`src/rtl/seq_mul_ctrl.sv`:
```
// seq_mul_ctrl: shift-add unsigned multiplier controller driving an external WIDTH-bit adder
module seq_mul_ctrl #(
  parameter int WIDTH = 32
) (
  input  logic               iClk,
  input  logic               iRstN,
  input  logic               iValid,
  output logic               oReady,
  input  logic [WIDTH-1:0]   iDataA,
  input  logic [WIDTH-1:0]   iDataB,
  output logic [WIDTH-1:0]   oAddA,
  output logic [WIDTH-1:0]   oAddB,
  output logic               oAddCin,
  input  logic [WIDTH-1:0]   iAddSum,
  input  logic               iAddCout,
  output logic               oValid,
  input  logic               iReady,
  output logic [2*WIDTH-1:0] oProduct,
  output logic               oZero
);
  localparam int CW = $clog2(WIDTH) + 1;
  typedef enum logic [1:0] {IDLE, RUN, DONE} state_t;
  state_t             state_q, state_d;
  logic [WIDTH-1:0]   mcand_q, mcand_d;
  logic [2*WIDTH-1:0] acc_q, acc_d;
  logic [CW-1:0]      count_q, count_d;
  always_comb begin
    state_d = state_q;
    mcand_d = mcand_q;
    acc_d   = acc_q;
    count_d = count_q;
    if (state_q == IDLE && iValid) begin
      state_d = RUN;
      mcand_d = iDataA;
      acc_d   = {{WIDTH{1'b0}}, iDataB};
      count_d = '0;
    end else if (state_q == RUN) begin
      // keep the adder carry as the new MSB so the full-width sum survives the shift
      acc_d   = {iAddCout, iAddSum, acc_q[WIDTH-1:1]};
      count_d = count_q + 1'b1;
      state_d = (count_q == CW'(WIDTH - 1)) ? DONE : RUN;
    end else if (state_q == DONE && iReady) begin
      state_d = IDLE;
    end
  end
  always_ff @(posedge iClk or negedge iRstN) begin
    if (!iRstN) begin
      state_q <= IDLE;
      mcand_q <= '0;
      acc_q   <= '0;
      count_q <= '0;
    end else begin
      state_q <= state_d;
      mcand_q <= mcand_d;
      acc_q   <= acc_d;
      count_q <= count_d;
    end
  end
  assign oReady   = (state_q == IDLE);
  assign oValid   = (state_q == DONE);
  assign oProduct = oValid ? acc_q : '0;
  assign oZero    = ~|oProduct;
  assign oAddA    = acc_q[2*WIDTH-1:WIDTH];
  assign oAddB    = acc_q[0] ? mcand_q : '0;
  assign oAddCin  = 1'b0;
endmodule
```
`config.mk`:
```
export PLATFORM = sky130hd
export DESIGN_NAME = seq_mul_ctrl
export DESIGN_NICKNAME = d
export VERILOG_FILES = /design/src/rtl/seq_mul_ctrl.sv
export SDC_FILE = /design/constraint.sdc
export NUM_CORES = 1
export LEC_CHECK = 0
export ABC_CLOCK_PERIOD_IN_PS = 1600
export BUFFER_PORTS_ARGS = -buffer_cell sky130_fd_sc_hd__buf_2
export CAP_MARGIN = 20
export CORE_ASPECT_RATIO = 0.75
export CORE_UTILIZATION = 40
export CTS_BUF_LIST = sky130_fd_sc_hd__clkbuf_8 sky130_fd_sc_hd__clkbuf_16
export CTS_CLUSTER_SIZE = 8
export DETAILED_ROUTE_END_ITERATION = 8
export PLACE_DENSITY = 0.8
export SYNTH_ARGS = -nofsm -noshare
export SYNTH_HDL_FRONTEND = slang
export SYNTH_SLANG_ARGS = --single-unit
```
`constraint.sdc`:
```
create_clock -name iClk -period 1.6 [get_ports iClk]
set_clock_uncertainty 0.05 [all_clocks]
set_input_delay 0.16 -clock iClk [delete_from_list [all_inputs] [get_ports iClk]]
set_output_delay 0.16 -clock iClk [all_outputs]
set_load 0.01 [all_outputs]
```
==> flow_summary.yaml, run 1 <==
status:
  outcome: "finished with violations"
  violations: "setup timing"
detailed_routing:
  routedWlPerCell_um: 19.28
  ant_nets: 0
  drc: 0
  drt-initial-drc-count: 389
  viasPerCell: 5.401
  wirelength_mm: 20.85
  drtPass1Iterations: 5
  vias: 5839
synth:
  synth_area_per_cell_um2: 8.996
  synth_area_leaders: "dfrtp_1 49%, nand2_1 9.2%, and3_1 7.5%"
  synth_top_area_cell: "dfrtp_1"
  synth_top_area_frac: 0.4895
  netlist_area_mm2: 0.005316
  async_flop_share: 1.000
  synth-main-ff-cell: "dfrtp_1"
  synthCells: 591
  syn_nets: 693
  synth_edf_count: 0
  yosysSeqAreaShare: 0.4895
  synth_common_cells: "130 x nand2_1, 104 x dfrtp_1, 64 x and3_1, 63 x and2_1, 38 x clkbuf_1"
  ys_ff_latch: 104
  yosysWarnings: 0
  yosysMostFrequentCell: "nand2_1"
  synth.distinct_cells: 31
timing:
  post-route-period-util: 1.428
  setup_slack_ps: -685.5
  timing.hold.ws_ps: 6.612
  finalCriticalPeriod_ps: 2286
  fmax_ghz: 0.4375
  rsz0062_at_grt: "true"
  finalSetupViolations: 63
  hold_viol: 0
  drv_slew: 0
clocking:
  cts-root-buf: "clkbuf_16"
  cts_buffers: 9
  cts.clk_slew.worst_paths_ps: 70
  cts.path.max_buffers: 2
  cts_tree: "yes"
  clk_latency_ps: 340
  clock-sinks: 104
  htree_levels: 3
global_routing:
  grt_max_degree: 65
  grt_pass1_vias: 5057
  antenna_found_initial: 0
  grt_pass1_wl_mm: 27.26
  track_usage: 0.2583
  grt-ovfl-total: 0
critical_path:
  startpoint: "acc_q[43]$_DFFE_PN0P_"
  r2r-start: "state_q[1]$_DFFE_PN0P_"
  cp.required_ps: 1390
  cp-end-kind: "primary output"
  critPathKind: "reg -> out"
  cp-start-kind: "flop"
  regToRegSetupSlack_ps: -20
  cp_data_arrival_time_ps: 2080
  cp_max_fo: 4
die:
  die_x_um: 135.1
  core_area_mm2: 0.01297
  dieArea_mm2: 0.01376
  die-height_um: 101.8
  start_util: 0.4098
  ios: 233
  row_count: 36
pwr:
  ir_drop_mv: 0.7856
  pwr_density_cell_mw_per_mm2: 1594
  cellLeakagePower_nw: 4.473
place:
  gp_congestion: 0.8110
  port-buffer-count: 231
  dp_hpwl_mm: 11.60
  placedCellCount: 989
run:
  max_cap_viol_count: 0
worst_hold_path:
  hp-start: "iAddSum[26]"
  hold_path_class: "in -> reg"
finish:
  area_delta_synth_final_pct: 70.58
  nets: 1006
  final_cells: 1081
  layout-drive-gt1-share: 0.4796
## path summary, 6_finish.rpt
| kind | endpoint | cells after the start |
|---|---|---|
| hold / removal | acc_q[57]$_DFFE_PN0P_ | 2 |
| setup reg to reg | count_q[0]$_DFFE_PN0P_ | 5 |
| setup / recovery | oZero | 5 |
| max in group asynchronous | acc_q[49]$_DFFE_PN0P_ | 3 |
| hold reg to reg | mcand_q[19]$_DFFE_PN0P_ | 2 |
| min in group asynchronous | acc_q[6]$_DFFE_PN0P_ | 2 |
## registers in the layout, summed over array words and instances, names as in the netlist
signal / flops
acc_q: 64
mcand_q: 32
count_q: 6
state_q: 2
## repair_timing
action,4_1_cts,5_1_grt
setup buffers,10,8
resized for setup,40,130
endpoints found under the setup margin,62,105
cloned,7,11
pin swaps,0,28
hold buffers,44,1
endpoints found under the hold margin,71,1
## per-layer routing
metal | track usage | part of all wire | vias to the layer above
met4 | 0.08297 | 0.026 | 0
met2 | 0.3961 | 0.47 | 331
met1 | 0.3694 | 0.42 | 2814
met5 | 0 | 0 | -
li1 | - | - | 2639
met3 | 0.05060 | 0.079 | 55
## where the power goes
part           internal [mW]  switching (mW)  leakage [nW]
clock network           1.41           0.980         0.156
logic                   3.60            3.69          3.02
registers               3.88           0.902          1.29
total                   8.88            5.57          4.47
## placed cells by master (no fill, tap or decap), types with 2 or more instances in the layout
cell type and n:
a31oi_2 2, clkinvlp_4 2, buf_6 73, a22o_1 33
o21ai_1 8, nor4_4 2, and3_4 64, nand4_1 6
o21ai_0 26, and2_1 63, a31oi_1 30, clkbuf_16 20
nor4_1 11, a21oi_1 5, buf_16 2, dfrtp_1 102
bufinv_16 2, nor4_2 3, buf_12 12, nand2_1 130
dlygate4sd3_1 45, buf_2 166, nand3_1 3, inv_1 2
nor2_1 2, buf_4 74
## per-stage QoR
step | utilization | setup WS [ps] | TNS, ps | instance area [um2] | power (mW)
floorplan | - | 23.77 | 0 | 5316 | 8.060
global placement | 0.5341 | -353.6 | -353.6 | 6929 | 10.26
detailed placement | 0.5341 | -372.3 | -372.3 | 6929 | 10.43
CTS | 0.6301 | -662.6 | -4063 | 8174 | 13.28
global route | 0.6989 | -791.4 | -6353 | 9066 | 15.26
finish | 0.6991 | -685.5 | -3194 | 9069 | 14.45
## critical path, stage by stage, from the launching register on
cell and delay, ps:
dfrtp_1 430, nor4_1 370, nand4_1 160, or4_1 530, nand2_1 90, buf_2 150
## logic make-up (layout without fill, tap and decap cells)
family,Yosys count,in the layout,synth area share
and+or+nand+nor,291,291,0.2855
AOI/OAI and AO/OA,107,107,0.1325
DFF,104,104,0.4895
buffers and inverters,86,404,0.08731
adders and majority gates,1,1,0.002353
other,1,2,0.0007054
muxes,1,1,0.002118
## area by class of cell
cell class | count | area (um2)
fillers | 889 | 3904
repair buffers | 385 | 3277
multi-input cells | 401 | 2629
flip-flops and latches | 104 | 2608
clock buffers | 10 | 239.0
well taps | 171 | 214.0
clock inverters | 6 | 83.83
inverters | 3 | 16.27
diodes | 1 | 2.502
(Power assumes the default switching activity.)
==> run 2: changes to the inputs <==
- SETUP_SLACK_MARGIN: unset -> 0.4
==> run 2 against run 1 <==
The flow finishes with violations (hold timing, setup timing). Cell area rose by 29%. Clock power fell by 12%. Setup slack got worse by 41 ps. Non-clock buffer count rose by 77. First-iteration DRC count rose by 48%. Critical endpoint unchanged. Fmax fell by 1.8%. Clock-buffer cell count did not move. Power rose by 50%. Sequential power rose by 7.9%. Critical path type unchanged. Combinational power rose by 96%.
==> flow_summary.yaml, run 2 (synthesized netlist as in run 1, its figures left out) <==
finish:
  mostFrequentLayoutCell: "buf_6"
  area_delta_synth_final_pct: 120.4
  n_fill_cell: 440
  final_cell_mix: "181 x buf_6, 103 x buf_2, 101 x dfrtp_1"
  final_area_mm2: 0.01172
  largest_register_ffs: 64
  layout-drive-gt1-share: 0.6944
  final_cells: 1157
  nets: 1083
  regMostFlops: "acc_q"
  top_regs: "acc_q x64, mcand_q x32, count_q x6"
detailed_routing:
  viasPerCell: 6.202
  drc: 0
  ant_nets: 0
  vias: 7176
  routedWlPerCell_um: 29.24
  drt-initial-drc-count: 576
  drtPass1Iterations: 5
  wirelength_mm: 33.83
timing:
  rsz0062_at_grt: "true"
  hold_viol: 2
  drv_slew: 0
  slew_headroom: 0.6338
  finalCriticalPeriod_ps: 2326
  setup_slack_ps: -726.4
  worst_pin_slew_ps: 549.3
  finalSetupViolations: 199
  fmax_ghz: 0.4298
  timing.hold.ws_ps: -2.689
  post-route-period-util: 1.454
critical_path:
  critPathKind: "reg -> out"
  crit_path_max_incr_delay_ps: 550
  cp-end-kind: "primary output"
  cp_data_arrival_time_ps: 2120
  cp_num_buf_inv: 1
  cp.required_ps: 1390
  cp_max_fo: 2
  cp-start-kind: "flop"
  cp_cell_sequence: "nor4_2 > nand4_1 > or4_4 > nand2_2 > buf_6"
  cp_slowest_cell: "or4_4"
  cpLargestDelayFamily: "simple AND/OR/NAND/NOR gates"
pwr:
  power_mw: 21.62
  p_sw_mw: 8.914
  cellLeakagePower_nw: 5.877
  clockPowerShare: 0.098
  pwr_density_cell_mw_per_mm2: 1845
  internal_power_mw: 12.70
  seqPwrFrac: 0.239
  switching_share: 0.4124
  comb_power_share: 0.663
  ir_drop_mv: 1.189
place:
  gp_congestion: 0.8333
  dp_hpwl_mm: 11.56
  placedCellCount: 990
  placed_cell_area_mm2: 0.006958
  port-buffer-count: 231
global_routing:
  track_usage: 0.3746
  antenna_found_initial: 2
  grt-ovfl-total: 0
  grt_pass1_wl_mm: 37.68
  grt_max_degree: 41
  grt_pass1_vias: 6404
status:
  violations: "hold timing, setup timing"
  outcome: "finished with violations"
run:
  max_cap_viol_count: 0
die:
  start_util: 0.4098
  dieArea_mm2: 0.01376
  row_count: 36
  core_area_mm2: 0.01297
  ios: 233
  die_x_um: 135.1
  die-height_um: 101.8
clocking:
  cts.clk_slew.worst_paths_ps: 70
  clk_latency_ps: 360
  cts_tree: "yes"
  cts_buffers: 9
  htree_levels: 3
  cts.path.max_buffers: 2
  cts-root-buf: "clkbuf_16"
  clock-sinks: 104
worst_hold_path:
  hold_path_class: "in -> reg"
## run 2: through the flow
step | TNS [ps] | util | worst slack (ps) | hold WS (ps)
2_1_floorplan | 0 | - | 25.08 | -185.6
3_3_place_gp | -320.6 | 0.5364 | -320.6 | 100.4
3_5_place_dp | -382.0 | 0.5364 | -382.0 | 110.1
4_1_cts | -5048 | 0.7759 | -634.9 | 1.002
5_1_grt | -25540 | 0.9031 | -728.1 | 2.374
6_report | -27030 | 0.9031 | -726.4 | -2.689
## run 2: layout make-up
type                            instances  area [um2]  area share
Multi-Input combinational cell        401        3403      0.2905
Timing Repair Buffer                  462        5199      0.4438
Antenna cell                            1       2.502   0.0002136
Tap cell                              171       214.0     0.01826
Sequential cell                       104        2606      0.2225
Clock buffer                           10       239.0     0.02040
Clock inverter                          5       27.53    0.002350
Inverter                                3       23.77    0.002029
## run 2: routing by layer
| layer | wire, um | global-route usage | up-vias |
|---|---|---|---|
| li1 | - | - | 2826 |
| met1 | 11750 | 0.4698 | 3465 |
| met2 | 15570 | 0.6181 | 645 |
| met3 | 3709 | 0.08681 | 238 |
| met4 | 2792 | 0.1789 | 2 |
| met5 | 9 | 0 | - |
## run 2: timing repair
item                                    in CTS  in global routing
buffers inserted                            49                 18
pin swaps                                   85                 32
endpoints found under the setup margin     233                234
hold buffers                                39                  0
endpoints found under the hold margin       71                  0
resized for setup                          292                296
gates cloned                                36                  9
## run 2: power groups by stage
stage	Sequential, mW	Combinational, mW	Clock (mW)
after global routing	5.21	14.7	2.21
after detailed placement	4.67	5.84	0
final	5.16	14.3	2.11
after floorplan	4.65	3.61	0
after global placement	4.55	5.76	0
after CTS	4.66	10.3	2.05
## run 2: path summary, 6_finish.rpt
kind	from	to	slack, ps	cells after the start
setup / recovery	acc_q[18]$_DFFE_PN0P_	oZero	-730	5
hold / removal	iAddCout	acc_q[63]$_DFFE_PN0P_	-3	2
setup reg to reg	state_q[1]$_DFFE_PN0P_	count_q[5]$_DFFE_PN0P_	-300	6
hold reg to reg	mcand_q[4]$_DFFE_PN0P_	mcand_q[4]$_DFFE_PN0P_	440	2
max in group asynchronous	iRstN	acc_q[42]$_DFFE_PN0P_	610	3
min in group asynchronous	iRstN	mcand_q[31]$_DFFE_PN0P_	270	2
